**config.mk**
```make
export PLATFORM = sky130hd
export DESIGN_NAME = stream_demux_1ton_flat
export DESIGN_NICKNAME = d
export VERILOG_FILES = /design/src/rtl/stream_demux_pkg.sv /design/src/rtl/stream_demux_if.sv /design/src/rtl/demux_out_reg.sv /design/src/rtl/stream_demux_1ton.sv /design/src/flat_wrapper.sv
export SDC_FILE = /design/constraint.sdc
export NUM_CORES = 1
export LEC_CHECK = 0
export BUFFER_PORTS_ARGS = -buffer_cell sky130_fd_sc_hd__buf_2
export CAP_MARGIN = 20
export CORE_ASPECT_RATIO = 0.6
export CORE_MARGIN = 3
export CORE_UTILIZATION = 49
export CTS_CLUSTER_DIAMETER = 150
export DETAILED_ROUTE_END_ITERATION = 16
export PLACE_DENSITY = 0.78
export SLEW_MARGIN = 15
export SYNTH_ARGS = -nofsm -noshare
export SYNTH_HDL_FRONTEND = slang
export SYNTH_HIERARCHICAL = 1
export SYNTH_SLANG_ARGS = --single-unit
```
**constraint.sdc**
```tcl
create_clock -name clk -period 1.9 [get_ports clk]
set_input_delay 0.19 -clock clk [delete_from_list [all_inputs] [get_ports clk]]
set_output_delay 0.19 -clock clk [all_outputs]
set_load 0.03 [all_outputs]
```
**src/rtl/stream_demux_pkg.sv**
```systemverilog
// Shared constants and types for the 1-to-N stream demultiplexer.
// The drop counter width, its saturation limit and the per-channel register state live here.
package stream_demux_pkg;

  localparam int DROP_W = 16;
  localparam logic [DROP_W-1:0] DROP_MAX = {DROP_W{1'b1}};

  typedef enum logic {
    CH_EMPTY = 1'b0,
    CH_FULL  = 1'b1
  } ch_state_e;

  function automatic logic [DROP_W-1:0] sat_inc(input logic [DROP_W-1:0] value);
    return (value == DROP_MAX) ? value : value + DROP_W'(1);
  endfunction

endpackage

```
**src/rtl/stream_demux_if.sv**
```systemverilog
// Producer-side and consumer-side handshake bundle of the demux.
// The slave modport is the demux itself; the master modport drives it.
interface stream_demux_if
  import stream_demux_pkg::*;
#(
  parameter int DATA_W = 8,
  parameter int N_CH   = 4,
  parameter int SEL_W  = $clog2(N_CH)
);

  logic                   mode;
  logic                   s_valid;
  logic                   s_ready;
  logic [DATA_W-1:0]      s_data;
  logic [SEL_W-1:0]       s_sel;
  logic [N_CH-1:0]        m_valid;
  logic [N_CH-1:0]        m_ready;
  logic [N_CH*DATA_W-1:0] m_data;
  logic [SEL_W-1:0]       rr_ptr;
  logic [DROP_W-1:0]      drop_cnt;

  modport slave (
    input  mode, s_valid, s_data, s_sel, m_ready,
    output s_ready, m_valid, m_data, rr_ptr, drop_cnt
  );

  modport master (
    output mode, s_valid, s_data, s_sel, m_ready,
    input  s_ready, m_valid, m_data, rr_ptr, drop_cnt
  );

endinterface

```
**src/rtl/demux_out_reg.sv**
```systemverilog
// One-entry valid/ready output register for a single demux channel.
// A load wins over a drain, so a simultaneous drain and load keeps the register full with new data.
module demux_out_reg
  import stream_demux_pkg::*;
#(
  parameter int DATA_W = 8
) (
  input  logic              clk,
  input  logic              rst,
  input  logic              load_i,
  input  logic              ready_i,
  input  logic [DATA_W-1:0] data_i,
  output logic              avail_o,
  output logic              valid_o,
  output logic [DATA_W-1:0] data_o
);

  ch_state_e         state_q, state_d;
  logic [DATA_W-1:0] data_q, data_d;

  always_ff @(posedge clk or posedge rst) begin
    if (rst) begin
      state_q <= CH_EMPTY;
      data_q  <= '0;
    end else begin
      state_q <= state_d;
      data_q  <= data_d;
    end
  end

  // Data is kept after a drain so an empty channel still shows the last word written.
  always_comb begin
    state_d = state_q;
    data_d  = data_q;
    if (load_i) begin
      state_d = CH_FULL;
      data_d  = data_i;
    end else if (ready_i) begin
      state_d = CH_EMPTY;
    end
  end

  assign avail_o = (state_q == CH_EMPTY) | ready_i;
  assign valid_o = (state_q == CH_FULL);
  assign data_o  = data_q;

endmodule

```
**src/rtl/stream_demux_1ton.sv**
```systemverilog
// Registered 1-to-N stream demultiplexer with addressed or round-robin steering.
// Holds the target decode, input ready mux, round-robin pointer and saturating drop counter.
module stream_demux_1ton
  import stream_demux_pkg::*;
#(
  parameter int DATA_W = 8,
  parameter int N_CH   = 4,
  parameter int SEL_W  = $clog2(N_CH)
) (
  input logic           clk,
  input logic           rst,
  stream_demux_if.slave bus
);

  logic [SEL_W-1:0]       tgtSel;
  logic                   tgtHit;
  logic                   sReady;
  logic                   accept;
  logic                   dropWord;
  logic [N_CH-1:0]        chAvail;
  logic [N_CH-1:0]        chLoad;
  logic [N_CH-1:0]        chValid;
  logic [N_CH*DATA_W-1:0] chData;
  logic [SEL_W-1:0]       rrPtr_q, rrPtr_d;
  logic [DROP_W-1:0]      dropCnt_q, dropCnt_d;

  // A select that matches no channel leaves sReady high so the word is swallowed as a drop.
  always_comb begin
    tgtSel = bus.mode ? rrPtr_q : bus.s_sel;
    tgtHit = 1'b0;
    sReady = 1'b1;
    chLoad = '0;
    for (int k = 0; k < N_CH; k++) begin
      if (tgtSel == SEL_W'(k)) begin
        tgtHit    = 1'b1;
        sReady    = chAvail[k];
        chLoad[k] = bus.s_valid & chAvail[k];
      end
    end
    accept   = bus.s_valid & sReady;
    dropWord = accept & ~tgtHit;
  end

  always_comb begin
    rrPtr_d   = rrPtr_q;
    dropCnt_d = dropCnt_q;
    if (accept && bus.mode) begin
      rrPtr_d = (rrPtr_q == SEL_W'(N_CH - 1)) ? '0 : rrPtr_q + 1'b1;
    end
    if (dropWord) begin
      dropCnt_d = sat_inc(dropCnt_q);
    end
  end

  always_ff @(posedge clk or posedge rst) begin
    if (rst) begin
      rrPtr_q   <= '0;
      dropCnt_q <= '0;
    end else begin
      rrPtr_q   <= rrPtr_d;
      dropCnt_q <= dropCnt_d;
    end
  end

  for (genvar g = 0; g < N_CH; g++) begin : g_ch
    demux_out_reg #(
      .DATA_W(DATA_W)
    ) u_reg (
      .clk    (clk),
      .rst    (rst),
      .load_i (chLoad[g]),
      .ready_i(bus.m_ready[g]),
      .data_i (bus.s_data),
      .avail_o(chAvail[g]),
      .valid_o(chValid[g]),
      .data_o (chData[g*DATA_W +: DATA_W])
    );
  end

  assign bus.s_ready  = sReady;
  assign bus.m_valid  = chValid;
  assign bus.m_data   = chData;
  assign bus.rr_ptr   = rrPtr_q;
  assign bus.drop_cnt = dropCnt_q;

endmodule

```
**src/flat_wrapper.sv**
```systemverilog
// flat-port wrapper written by rule: the top's interface ports become plain ports
module stream_demux_1ton_flat import stream_demux_pkg::*;
#(
  parameter int DATA_W = 8,
  parameter int N_CH   = 4,
  parameter int SEL_W  = $clog2(N_CH)
)
  (clk, rst, bus_mode, bus_s_valid, bus_s_data, bus_s_sel, bus_m_ready, bus_s_ready, bus_m_valid, bus_m_data, bus_rr_ptr, bus_drop_cnt);
  stream_demux_if #(.DATA_W(DATA_W), .N_CH(N_CH), .SEL_W(SEL_W)) bus_i ();
  input logic clk;
  input logic rst;
  input wire logic [$bits(bus_i.mode)-1:0] bus_mode;
  input wire logic [$bits(bus_i.s_valid)-1:0] bus_s_valid;
  input wire logic [$bits(bus_i.s_data)-1:0] bus_s_data;
  input wire logic [$bits(bus_i.s_sel)-1:0] bus_s_sel;
  input wire logic [$bits(bus_i.m_ready)-1:0] bus_m_ready;
  output wire logic [$bits(bus_i.s_ready)-1:0] bus_s_ready;
  output wire logic [$bits(bus_i.m_valid)-1:0] bus_m_valid;
  output wire logic [$bits(bus_i.m_data)-1:0] bus_m_data;
  output wire logic [$bits(bus_i.rr_ptr)-1:0] bus_rr_ptr;
  output wire logic [$bits(bus_i.drop_cnt)-1:0] bus_drop_cnt;
  assign bus_i.mode = bus_mode;
  assign bus_i.s_valid = bus_s_valid;
  assign bus_i.s_data = bus_s_data;
  assign bus_i.s_sel = bus_s_sel;
  assign bus_i.m_ready = bus_m_ready;
  assign bus_s_ready = bus_i.s_ready;
  assign bus_m_valid = bus_i.m_valid;
  assign bus_m_data = bus_i.m_data;
  assign bus_rr_ptr = bus_i.rr_ptr;
  assign bus_drop_cnt = bus_i.drop_cnt;
  stream_demux_1ton #(.DATA_W(DATA_W), .N_CH(N_CH), .SEL_W(SEL_W)) u_core (.clk(clk), .rst(rst), .bus(bus_i));
endmodule
```
; ---- Yosys cells after proc, flatten, opt, wreduce, memory -nomap -nowiden
; Cells that the tools add are included.
[totals]
register_bits = 54
in_bits = 18
output_inout_bits = 55
word_cells = 62
[classes]
addsub = 2
eq_ne = 5
mux = 22
bitwise = 16
n_reduce_logical = 7
[op_table]
columns = operator, count
row1 = $mux W1, 20
row2 = $add A16 B1 Y16 const B, 1
row3 = $eq A16 B16 Y1 const B, 1
row4 = $reduce_bool A2 Y1, 4
row5 = $and A1 B1 Y1, 6
row6 = $eq A2 B2 Y1 const B, 3
row7 = $not A1 Y1, 6
row8 = $mux W2, 2
row9 = $or A1 B1 Y1, 4
row10 = $add A2 B1 Y2 const B, 1
row11 = $eq A2 B1 Y1 const B, 1
row12 = $logic_not A2 Y1, 1
row13 = $reduce_and A2 Y1, 1
row14 = $logic_and A1 B1 Y1, 1

; ---- Logic depth before layout (Yosys ltp)
; Gate-level depths: netlist of the first run.
[depth]
ltp_word = 9
mapped_depth = 6
depth_no_buf = 4

; ---- Cells and area by module
; The synthesis of the first run kept the hierarchy.
[by_module_without_submodules]
columns = module, n_inst, cells_each, area_each_um2, seq_area_each_um2
row1 = demux_out_reg, 4, 21, 372.9, 225.2
row2 = stream_demux_1ton, 1, 59, 708.2, 450.4

; ---- Least setup slack after synthesis of the first run
; OpenSTA, ideal clock, no wires.
[synth_timing]
kind = register to register
startpoint = register u_core.rrPtr_q[1] (netlist: u_core/bus.rr_ptr[1])
endpoint = register u_core.g_ch[3].u_reg.data_q[0]
setup_ns = 0.125
arrival_ns = 1.586
t_required_ns = 1.775
slack_ns = 0.189
stages_incl_launch_ff = 6
path_buffers = 1
period_less_slack_ns = 1.711
cell_sequence = dfrtp_1 -> mux2i_1 -> nand2b_1 -> nor3b_1 -> buf_6 -> mux2_4
[synth_via]
elab_chain_len = 3
[synth_lines]
columns = element, line_no
row1 = "start, declared", stream_demux_1ton.sv:24  ; logic [SEL_W-1:0] rrPtr_q, rrPtr_d;
row2 = "start signal, assigned", stream_demux_1ton.sv:60  ; rrPtr_q <= rrPtr_d;
row3 = $mux W2, stream_demux_1ton.sv:29  ; tgtSel = bus.mode ? rrPtr_q : bus.s_sel;
row4 = $eq A2 B2 Y1, stream_demux_1ton.sv:34  ; if (tgtSel == SEL_W'(k)) begin
row5 = $mux W1, stream_demux_1ton.sv:34
row6 = named net u_core.chLoad[3], stream_demux_1ton.sv:21  ; logic [N_CH-1:0] chLoad;
row7 = "end signal, assigned", demux_out_reg.sv:27  ; data_q <= data_d;
row8 = "end, declared", demux_out_reg.sv:19  ; logic [DATA_W-1:0] data_q, data_d;
; The timed path passes the listed nets, and every way through them passes these cells.
; A chain may end at the register's enable or synchronous reset.

; ---- Worst setup path after layout of the first run
[layout_timing]
startpoint = register u_core.rrPtr_q[0] (netlist: u_core/bus.rr_ptr[0])
endpoint = output bus_s_ready
[layout_via]
elab_chain_len = 6
word_cells_on_any_way = 9
classes_between = eq/ne: 3 / mux: 5 / reduce/logical: 1
[layout_lines]
columns = element, line_no
row1 = $mux W2 *, stream_demux_1ton.sv:29
row2 = $logic_not A2 Y1, stream_demux_1ton.sv:34
row3 = $mux W1 (3 in a row), stream_demux_1ton.sv:34
row4 = $mux W1 *, stream_demux_1ton.sv:34
row5 = "end, declared", flat_wrapper.sv:17  ; output wire logic [$bits(bus_i.s_ready)-1:0] bus_s_ready;
; Mark *: on every way between the ends. The rest lies on a longest branch, timed or not.

==> results.toml, run 1 <==
[grt]
grt_pass1_wl_um = 6730
grt_use_total = 0.168
grt_pass1_vias = 1256
gr-total-overflow = 0
grt_max_degree = 19
grt_antenna_before_repair = 0

[worst_setup_path]
cp-end-kind = "output pin"
ff2ff_path_depth = 5
reg2reg_to = "u_core/g_ch[1].u_reg/data_o[0]"
cp_max_fo = 3
r2r-start = "u_core/bus.rr_ptr[1]"
reg2reg_slack_ns = 0.27
crit_required_ns = 1.71
worstPathArrival_ns = 1.61
critPathLaunchType = "flop"
crit_type = "flop to output pin"

[power]
power_leakage_nw = 1.44
pwr_density_cell_nw_per_um2 = 1760
ir_drop_mv = 0.805

[sta]
worstMarginPinSlew_ns = 0.654
slew_headroom = 0.563
finalCritPeriodShare = 0.948
rsz0062_at_grt = "false"
setup-violations-final = 0
final_max_slew_viol_count = 0
setup_tns_ns = 0
max_freq_ghz = 0.555
skew_ns = 0.00668
final-hold-violation-count = 0
fin_crit_ns = 1.80

[floorplanning]
die_y_um = 57.9
start_util = 0.522
die_area_um2 = 5360
die_x_um = 92.5
rows = 18
io_pins = 73
core_area_um2 = 4210

[detailed_routing]
wl_per_cell_um = 15.8
drc = 0
wirelength_um = 4280
routed_via_density = 4.57
antenna_left = 0
drt_first_pass_iters = 4
num_vias = 1235
drt_iter0_drc = 28

[synth]
synth_warnings = 6
synth_area_um2 = 2200
yosysSeqAreaShare = 0.614
avgSynthCellArea_um2 = 15.4
synth_seq_cells = 54
synth_fp_nets = 162
yosysUniqueCellTypes = 19
synth_cells = 143

[worst_hold_path]
worstHoldStart = "bus_s_data[6]"
min_to = "u_core/g_ch[2].u_reg/data_o[6]"
whs_path_depth = 2
hold_class = "input port to flop"

[finish]
final_common_cell = "buf_2"
num-nets-final = 228
nFillCells = 318
seq_area_um2 = 1350
layout-drive-gt1-share = 0.581
design_area_um2 = 2700
diodes = 0
final_cell_mix = "72 x buf_2, 53 x dfrtp_1, 32 x mux2_4, 9 x nand2b_1, 7 x buf_4"
multiInputGateArea_um2 = 718
areaGrowthSynthToFinish_pct = 22.6

[clocking]
clkLatencyLatePin_ns = 0.29
cts-buffers-inserted = 5
cts_tree = "built"
root_buffer = "clkbuf_8"
htree_levels = 2
clk_pin_slew_ns = 0.09
cts_max_path_buffers = 2
cts.sinks = 54

[placed_design]
hpwl_um = 3280
postPlaceCellArea_um2 = 2550
portBuffers = 72
place.gp.congestion = 0.742

[flow_run]
max_cap_violations = 0

[status]
outcome = "complete, no violations"
## registers in the layout, summed over array words and instances (netlist names)
register	count
u_core/g_ch.u_reg/data_o	32
u_core/bus.rr_ptr	2
u_core/bus.drop_cnt	16
u_core/g_ch.u_reg/valid_o	4
## cell type report
class,count,share of cell area
Clock buffer,6,0.0269
Sequential cell,54,0.501
Tap cell,60,0.0278
Inverter,5,0.00696
Multi-Input combinational cell,63,0.266
Timing Repair Buffer,80,0.157
Clock inverter,2,0.0139
## through the flow
| stage | hold slack, ns | power, mW | setup WS (ns) | util | instances |
|---|---|---|---|---|---|
| after detailed placement | 0.210 | 3.99 | 0.265 | 0.606 | 258 |
| after global routing | 0.165 | 4.98 | 0.0416 | 0.641 | 270 |
| final | 0.179 | 4.74 | 0.0988 | 0.641 | 270 |
| after global placement | 0.207 | 3.94 | 0.282 | 0.606 | 258 |
| after CTS | 0.175 | 4.74 | 0.0373 | 0.637 | 268 |
| after floorplan | 0.0179 | 3.40 | 0.189 | - | 143 |
## kinds of logic (layout without fill, tap and decap cells)
logic type	after synthesis	after routing	synth area share
AO/OA/AOI/OAI	3	3	0.00853
adder cells (fa/ha/maj)	1	1	0.00569
buffers and inverters	26	93	0.0614
flip-flops	54	54	0.614
multiplexers	38	38	0.258
AND/OR/NAND/NOR	21	21	0.0523
## worst max-delay path, stage by stage, from the launching register on
cell	delay, ns
dfrtp_2	0.44
mux2i_4	0.17
mux4_2	0.52
buf_2	0.19
## report_power, final
group,internal (mW),leakage [nW],switching [mW]
Sequential,1.54,0.678,0.244
Clock,0.393,0.0514,0.341
Combinational,0.933,0.709,1.28
Total,2.87,1.44,1.87
## synth_stat cells (all sizes together)
cell type / number / area share
nor3b: 2 / 0.0068
nand3b: 1 / 0.0034
o31ai: 1 / 0.0034
o21ai: 1 / 0.0023
inv: 5 / 0.0085
buf: 5 / 0.026
mux2i: 4 / 0.024
o22ai: 1 / 0.0028
nand3: 2 / 0.0046
mux2: 33 / 0.22
ha: 1 / 0.0057
nand2b: 9 / 0.026
mux4: 1 / 0.010
clkbuf: 16 / 0.027
dfrtp: 54 / 0.61
nand2: 4 / 0.0068
nor2: 3 / 0.0051
## per-layer routing
layer | part of all wire | vias to the layer above | routed length (µm) | track usage
met2 | 0.47 | 27 | 2000 | 0.263
met1 | 0.48 | 610 | 2050 | 0.244
met5 | 0 | - | 0 | 0
met3 | 0.049 | 2 | 209 | 0.0402
met4 | 0.0054 | 0 | 23 | 0.0317
li1 | - | 596 | - | -
## worst max-delay path by stage
stage / from / end / slack, ns / cells past startpoint
finish: u_core/bus.rr_ptr[0] / bus_s_ready / 0.1 / 3
global route: u_core/bus.rr_ptr[0] / bus_s_ready / 0.04 / 3
CTS: u_core/bus.rr_ptr[0] / bus_s_ready / 0.04 / 3
detailed placement: u_core/bus.rr_ptr[0] / bus_s_ready / 0.27 / 3
global placement: u_core/bus.rr_ptr[0] / bus_s_ready / 0.28 / 3
floorplan: u_core/bus.rr_ptr[1] / u_core/g_ch[3].u_reg/data_o[0] / 0.19 / 5
## what timing repair did
item	in CTS	in global routing
setup buffers	1	2
setup endpoints to repair	1	1
endpoints found under the hold margin	36	0
resized for setup	1	0
hold buffers	1	0
No activity file was read; power rests on OpenSTA's default activity.
==> inputs of run 2 (changes only) <==
--- a/config.mk
+++ b/config.mk
@@ -5,14 +5,14 @@
 export SDC_FILE = /design/constraint.sdc
 export NUM_CORES = 1
 export LEC_CHECK = 0
-export BUFFER_PORTS_ARGS = -buffer_cell sky130_fd_sc_hd__buf_2
 export CAP_MARGIN = 20
-export CORE_ASPECT_RATIO = 0.6
+export CORE_ASPECT_RATIO = 1.2
 export CORE_MARGIN = 3
-export CORE_UTILIZATION = 49
+export CORE_UTILIZATION = 60
 export CTS_CLUSTER_DIAMETER = 150
 export DETAILED_ROUTE_END_ITERATION = 16
-export PLACE_DENSITY = 0.78
+export DONT_BUFFER_PORTS = 1
+export PLACE_DENSITY = 0.76
 export SLEW_MARGIN = 15
 export SYNTH_ARGS = -nofsm -noshare
 export SYNTH_HDL_FRONTEND = slang
==> run 2 against run 1 <==
Compared with the run above: final cell count down 36%; core utilization up 2.8 points; sequential power up 45%; via count down 17%.
==> results.toml, run 2 (synthesis results as in run 1) <==
[power]
power_leakage_nw = 1.12
ir_drop_mv = 0.981
pwr_density_cell_nw_per_um2 = 1860

[worst_setup_path]
crit_family = "multiplexers"
crit_buf_inv = 0
reg2reg_slack_ns = 0.32
worstPathArrival_ns = 1.63
critPathMaxStageDelay_ns = 0.62
cp_max_fo = 4
crit_chain = "nand2b_1, mux4_2"
cp-end-kind = "output pin"
crit_required_ns = 1.71
crit_type = "flop to output pin"
critPathLaunchType = "flop"
crit_slowest_cell = "mux4_2"

[floorplanning]
io_pins = 73
core_area_um2 = 3420
start_util = 0.642
die_area_um2 = 4430
die_y_um = 72.3
rows = 23
die_x_um = 61.3

[sta]
setup-violations-final = 0
slew_headroom = 0.593
fin_crit_ns = 1.82
max_freq_ghz = 0.549
final-hold-violation-count = 0
worstMarginPinSlew_ns = 0.610
skew_ns = 0.00476
final_max_slew_viol_count = 0
fin_ws_ns = 0.0792
rsz0062_at_grt = "false"
finalCritPeriodShare = 0.958
setup_tns_ns = 0

[clocking]
cts_max_path_buffers = 2
htree_levels = 2
cts.sinks = 54
root_buffer = "clkbuf_8"
clk_pin_slew_ns = 0.09
cts-buffers-inserted = 5
clkLatencyLatePin_ns = 0.30
cts_tree = "built"

[finish]
areaGrowthSynthToFinish_pct = 4.10
largest_reg_flops = 32
final_cell_mix = "54 x dfrtp_1, 32 x mux2_4, 9 x nand2b_1, 6 x clkbuf_8, 6 x buf_4"
final_common_cell = "dfrtp_1"
diodes = 0
layout-drive-gt1-share = 0.365
num-nets-final = 155
nFillCells = 253
design_area_um2 = 2290

[worst_hold_path]
hold_class = "input port to flop"

[status]
outcome = "complete, no violations"

[detailed_routing]
drt_first_pass_iters = 4
num_vias = 1020
drc = 0
antenna_left = 0
routed_via_density = 5.86
wirelength_um = 3840
drt_iter0_drc = 64
wl_per_cell_um = 22.0

[placed_design]
hpwl_um = 2940
portBuffers = 0
pre_cts_slack_ns = 0.340
postPlaceCellArea_um2 = 2180
place.gp.congestion = 0.707

[grt]
grt_pass1_vias = 1076
grt_antenna_before_repair = 0
gr-total-overflow = 0
grt_pass1_wl_um = 5890
grt_max_degree = 19
grt_use_total = 0.188

[flow_run]
max_cap_violations = 0
run 2: metal layers:
metal,part of all wire,vias up,GRT usage
met5,0,-,0
met4,0.019,0,0.0892
met3,0.080,8,0.0534
met2,0.52,51,0.300
met1,0.38,514,0.230
li1,-,447,-
run 2: what timing repair did:
action                                 4_1_cts  5_1_grt
resized for setup                            0        0
endpoints found under the hold margin       54        0
setup buffers                                0        0
hold buffers                                 1        0
run 2: report_power, final:
part           internal (mW)  switching (mW)
Sequential              1.53            1.07
Combinational          0.646           0.369
Clock                  0.293           0.348
Total                   2.47            1.79
run 2: worst paths after layout:
check | startpoint | depth (start not counted) | end
max | u_core/g_ch[0].u_reg/valid_o | 2 | bus_s_ready
min | bus_s_data[6] | 1 | u_core/g_ch[3].u_reg/data_o[6]
max reg2reg | u_core/bus.rr_ptr[1] | 5 | u_core/g_ch[1].u_reg/data_o[4]
min reg2reg | u_core/bus.drop_cnt[9] | 0 | u_core/bus.drop_cnt[9]
max in group asynchronous | rst | 2 | u_core/bus.drop_cnt[15]
min in group asynchronous | rst | 2 | u_core/g_ch[1].u_reg/data_o[5]
run 2: worst register-to-register path: stages, from the launching register on:
cell and delay (ns):
dfrtp_1 0.39, mux2i_1 0.25, nand2_1 0.13, nor3b_2 0.16
buf_4 0.22, mux2_4 0.32
run 2: layout make-up:
| type | count | area [µm²] | area share |
|---|---|---|---|
| Sequential cell | 54 | 1350 | 0.590 |
| Multi-Input combinational cell | 63 | 723 | 0.316 |
| Clock inverter | 2 | 12.5 | 0.00546 |
| Timing Repair Buffer | 7 | 55.1 | 0.0240 |
| Clock buffer | 6 | 82.6 | 0.0361 |
| Tap cell | 37 | 46.3 | 0.0202 |
| Inverter | 5 | 18.8 | 0.00820 |
run 2: through the flow:
stage	util	total power, mW	hold slack [ns]	instances
finish	0.669	4.26	0.0256	174
global route	0.669	4.45	0.00989	174
CTS	0.669	4.30	0.0165	174
detailed placement	0.638	3.65	0.0647	165
global placement	0.638	3.60	0.0523	165
floorplan	-	3.40	0.0179	143
